===== src/rtl/pipe_skid_reg.sv =====
//------------------------------------------------------------------------------
// pipe_skid_reg : valid/ready pipeline stage with a 2-entry skid buffer,
//                 synchronous flush and a saturating stall counter.
// Revision      : 1.0
//------------------------------------------------------------------------------
`default_nettype none

module pipe_skid_reg #(
   parameter int DATA_W = 32,
   parameter int CTRL_W = 8,
   parameter int CNT_W  = 16
) (
   input  logic              i_clk,
   input  logic              i_reset,
   input  logic              i_valid,
   output logic              o_ready,
   input  logic [DATA_W-1:0] i_data,
   input  logic [CTRL_W-1:0] i_ctrl,
   input  logic              i_flush,
   output logic              o_valid,
   input  logic              i_ready,
   output logic [DATA_W-1:0] o_data,
   output logic [CTRL_W-1:0] o_ctrl,
   output logic [1:0]        o_occupancy,
   output logic [CNT_W-1:0]  o_stall_cnt
);

   localparam logic [1:0] S_EMPTY = 2'd0;
   localparam logic [1:0] S_ONE   = 2'd1;
   localparam logic [1:0] S_FULL  = 2'd2;

   logic [1:0]        state_q,     state_d;
   logic [DATA_W-1:0] main_data_q, main_data_d;
   logic [CTRL_W-1:0] main_ctrl_q, main_ctrl_d;
   logic [DATA_W-1:0] skid_data_q, skid_data_d;
   logic [CTRL_W-1:0] skid_ctrl_q, skid_ctrl_d;
   logic [CNT_W-1:0]  stall_cnt_q, stall_cnt_d;

   logic w_in_fire;
   logic w_out_fire;

   assign w_in_fire  = i_valid & o_ready;
   assign w_out_fire = o_valid & i_ready;

   always_ff @(posedge i_clk or negedge i_reset) begin
      if (!i_reset) begin
         state_q     <= S_EMPTY;
         main_data_q <= '0;
         main_ctrl_q <= '0;
         skid_data_q <= '0;
         skid_ctrl_q <= '0;
         stall_cnt_q <= '0;
      end else begin
         state_q     <= state_d;
         main_data_q <= main_data_d;
         main_ctrl_q <= main_ctrl_d;
         skid_data_q <= skid_data_d;
         skid_ctrl_q <= skid_ctrl_d;
         stall_cnt_q <= stall_cnt_d;
      end
   end

   always_comb begin
      state_d     = state_q;
      main_data_d = main_data_q;
      main_ctrl_d = main_ctrl_q;
      skid_data_d = skid_data_q;
      skid_ctrl_d = skid_ctrl_q;
      stall_cnt_d = stall_cnt_q;

      // Stall accounting ignores flush so a killed-while-stalled cycle still counts.
      if (o_valid && !i_ready && (stall_cnt_q != {CNT_W{1'b1}}))
         stall_cnt_d = stall_cnt_q + CNT_W'(1);

      if (i_flush) begin
         state_d     = S_EMPTY;
         main_ctrl_d = '0;
         skid_ctrl_d = '0;
      end else begin
         case (state_q)
            S_EMPTY: begin
               if (w_in_fire) begin
                  state_d     = S_ONE;
                  main_data_d = i_data;
                  main_ctrl_d = i_ctrl;
               end
            end
            S_ONE: begin
               if (w_in_fire && w_out_fire) begin
                  main_data_d = i_data;
                  main_ctrl_d = i_ctrl;
               end else if (w_in_fire) begin
                  state_d     = S_FULL;
                  skid_data_d = i_data;
                  skid_ctrl_d = i_ctrl;
               end else if (w_out_fire) begin
                  state_d     = S_EMPTY;
                  main_ctrl_d = '0;
               end
            end
            S_FULL: begin
               if (w_out_fire) begin
                  state_d     = S_ONE;
                  main_data_d = skid_data_q;
                  main_ctrl_d = skid_ctrl_q;
                  skid_ctrl_d = '0;
               end
            end
            default: begin
               state_d     = S_EMPTY;
               main_ctrl_d = '0;
               skid_ctrl_d = '0;
            end
         endcase
      end
   end

   always_comb begin
      o_valid     = (state_q != S_EMPTY);
      o_ready     = (state_q != S_FULL);
      o_occupancy = state_q;
      o_data      = main_data_q;
      o_ctrl      = o_valid ? main_ctrl_q : '0;
      o_stall_cnt = stall_cnt_q;
   end

endmodule

`default_nettype wire


===== config.mk =====
export PLATFORM = sky130hd
export DESIGN_NAME = pipe_skid_reg
export DESIGN_NICKNAME = d
export VERILOG_FILES = /design/src/rtl/pipe_skid_reg.sv
export SDC_FILE = /design/constraint.sdc
export NUM_CORES = 1
export LEC_CHECK = 0
export BUFFER_PORTS_ARGS = -buffer_cell sky130_fd_sc_hd__buf_2
export CORE_MARGIN = 1.5
export CORE_UTILIZATION = 58
export CTS_CLUSTER_DIAMETER = 150
export CTS_CLUSTER_SIZE = 10
export DETAILED_ROUTE_END_ITERATION = 10
export GPL_TIMING_DRIVEN = 0
export PLACE_DENSITY = 0.87
export RECOVER_POWER = 25
export SKIP_LAST_GASP = 1
export SYNTH_ARGS = -nofsm -noshare
export SYNTH_HDL_FRONTEND = slang
export SYNTH_SLANG_ARGS = --single-unit

===== constraint.sdc =====
create_clock -name i_clk -period 4.8 [get_ports i_clk]
set_input_delay 0 -clock i_clk [delete_from_list [all_inputs] [get_ports i_clk]]
set_output_delay 0 -clock i_clk [all_outputs]
set_load 0.005 [all_outputs]

==> results.yml <==
status:
  run_status: "complete, but fails checks"
  failed_checks: "max-capacitance violations, max-slew violations"
placed_design:
  place_congestion: 0.790
  io_buffers: 103
  hpwl_um: 6650
yosys:
  synth_edf_count: 0
  syn_inst: 417
  synth-seq-cells: 98
  synth_area_leaders: "dfrtp_1 54%, mux2_2 16%, nand2_1 9.3%"
  syn_nets: 463
  syn_avg_cell_area_sq_um: 11.0
  seq_area_frac_synth: 0.535
  yosys_warnings: 0
  synth_top_area_share: 0.535
  yosysUniqueCellTypes: 36
  syn-cell-area_sq_um: 4580
  async_flop_share: 1.00
  synthFlopType: "dfrtp_1"
  yosys-top-cells-count: "113 x nand2_1, 98 x dfrtp_1, 67 x mux2_2"
  yosysTopAreaCell: "dfrtp_1"
  yosysMostFrequentCell: "nand2_1"
cells_and_area:
  final_nets: 619
  nFillCells: 526
  drive_gt1_frac: 0.349
  area_delta_synth_final_pct: 28.5
  diodes: 0
global_route:
  grt_pass1_vias: 3449
  overflow: 0
  antenna_found_initial: 0
  grt_usage: 0.249
  grt_pass1_wl_um: 16500
  grt_max_degree: 71
die:
  die_x_um: 91.9
  ioPinCount: 105
  rows: 32
  dieHeight_um: 91.9
  initial_utilization: 0.596
  dieArea_sq_um: 8440
  core_area_sq_um: 7690
critical_path:
  endpoint_kind: "flip-flop"
  critPathMaxFanout: 10
  cpMaxStageDelayCell: "dfrtp_1"
  r2r-end: "skid_data_q[27]$_DFFE_PN0P_"
  critPathMaxStageDelay_ns: 0.44
  cp.buffers_inverters: 2
  crit_end: "skid_data_q[27]$_DFFE_PN0P_"
  r2r_cells: 5
  setup.worst_path.start_class: "flip-flop"
  worstSetupStartpoint: "o_occupancy[1]$_DFFE_PN0P_"
  worstSetupPathDepth: 5
  worstPathCellList: "buf_6 -> and2b_1 -> nand3_1 -> buf_2 -> mux2_2"
  cp.arrival_ns: 2.15
  critPathTopFamily: "buffers and inverters"
  crit_required_ns: 5.04
  reg2reg_setup_slack_ns: 2.89
  path_class: "reg2reg"
  timing.rr.start: "o_occupancy[1]$_DFFE_PN0P_"
clocking:
  clkSinkCount: 98
  post_cts_buffers: 0
  clk_path_buf_depth: 2
  cts_htree_levels: 3
  clk_latency_ns: 0.36
  cts_resized: 0
  cts_root_buf: "clkbuf_8"
  cts_buffers: 9
  cts_tree: "done"
  clkTransAtPathRegs_ns: 0.09
drt:
  routed_wl_um: 9950
  drt_iter0_markers: 86
  antenna_left: 0
  post_drt_wl_per_cell_um: 14.6
  firstDrtPassIters: 4
  drc: 0
  routed_via_density: 5.23
  num_vias: 3557
run:
  max_cap_violations: 1
timing:
  finalSetupViolCount: 0
  final_max_slew_viol_count: 29
  grt_setup_unrepaired: "false"
  fmax_ghz: 0.524
  maxSlewHeadroom: -0.0943
  worst_pin_slew_ns: 1.64
  fin_tns_setup_ns: 0
  finalHoldViolations: 0
  fin_crit_sh: 0.397
  fin_skew_ns: 0.0148
  fin_crit_ns: 1.91
  hold_ws_ns: 0.0275
power_and_ir_drop:
  p_leak_nw: 2.94
  p_per_area_nw_per_um2: 358
  peakVddDrop_v: 0.000216
hold_path:
  hp-class: "in2reg"
==> metrics by stage <==
step	power [mW]	worst slack, ns	instance area [sq um]	std cells	utilization
after detailed placement	1.50	2.89	5260	623	0.684
final	2.11	2.89	5890	680	0.766
after global placement	1.47	2.80	5230	622	0.680
after CTS	2.12	2.87	5890	680	0.766
after floorplan	1.32	3.08	4580	417	-
after global routing	2.22	2.78	5890	680	0.766
==> worst reg2reg max path, delay by kind of cell (launching register included) <==
family / cells / cell delay (ns)
buffers and inverters: 2 / 0.51
muxes: 1 / 0.38
and+or+nand+nor: 2 / 0.47
DFF: 1 / 0.44
==> repair_timing <==
item                                   4_1_cts  5_1_grt
setup endpoints to repair                    0        0
hold buffers                                41        0
endpoints found under the hold margin      172        0
==> how the worst min path moves through the flow <==
| stage | startpoint | to | slack, ns | depth (start not counted) |
|---|---|---|---|---|
| after CTS | i_flush | o_occupancy[0]$_DFFE_PN0P_ | 0.01 | 2 |
| after floorplan | i_reset | main_ctrl_q[0]$_DFFE_PN0P_ | -0.30 | 0 |
| final | i_flush | o_occupancy[0]$_DFFE_PN0P_ | 0.03 | 2 |
| after global routing | i_flush | o_occupancy[0]$_DFFE_PN0P_ | 0.05 | 2 |
| after detailed placement | i_reset | o_data[9]$_DFFE_PN0P_ | -0.05 | 1 |
| after global placement | i_data[26] | skid_data_q[26]$_DFFE_PN0P_ | 0.25 | 2 |
==> state kept, by name (all words and copies together), names as in the netlist <==
register and cells:
o_data 32, skid_data_q 32, o_stall_cnt 16, main_ctrl_q 8, skid_ctrl_q 8, o_occupancy 2
==> final cells by class <==
class / count / area [sq um] / area share
flip-flops and latches: 98 / 2450 / 0.416
inverters: 13 / 48.8 / 0.00829
repair buffers: 145 / 952 / 0.162
clock buffers: 11 / 141 / 0.0240
plain buffers: 21 / 118 / 0.0200
multi-input cells: 285 / 1960 / 0.333
well taps: 102 / 128 / 0.0217
clock inverters: 5 / 85.1 / 0.0144
==> cells in the final DEF (no fill, tap or decap), types with 5 or more instances in the layout <==
cell type      synthesis  layout
buf_2                  7     109
inv_1                 12      12
xnor2_1                5       5
nand4_1                5       5
dlygate4sd3_1          0      41
nand2_1              113     113
mux2_2                67      67
a22o_1                16      16
clkbuf_1               9      11
nor2b_1               11      11
mux2i_1               13      13
nor2_1                11      11
xor2_1                 5       5
clkbuf_8               0      10
dfrtp_1               98      98
nand3_1                8       8
==> power breakdown <==
part	switching (mW)	leakage (nW)	total (mW)	internal, mW
clock network	0.282	0.110	0.593	0.311
registers	0.101	1.21	1.09	0.989
logic	0.176	1.61	0.424	0.248
==> per-layer routing <==
| metal | vias to the layer above | part of all wire | track usage | wire length (um) |
|---|---|---|---|---|
| met5 | - | 0 | 0 | 0 |
| met4 | 0 | 0.028 | 0.100 | 279 |
| met3 | 23 | 0.031 | 0.0373 | 308 |
| met2 | 89 | 0.51 | 0.414 | 5050 |
| met1 | 1726 | 0.43 | 0.327 | 4310 |
| li1 | 1719 | - | - | - |
==> cells by family (layout without fill, tap and decap cells) <==
kind of cell / Yosys count / after routing / share of synthesized area
and+or+nand+nor: 168 / 168 / 0.165
DFF: 98 / 98 / 0.535
muxes: 80 / 80 / 0.193
buffers and inverters: 34 / 195 / 0.0363
AOI/OAI and AO/OA: 26 / 26 / 0.0481
xor gates and xnor gates: 10 / 10 / 0.0191
adders and majority gates: 1 / 1 / 0.00273
Power figures use the tool's default switching activity.
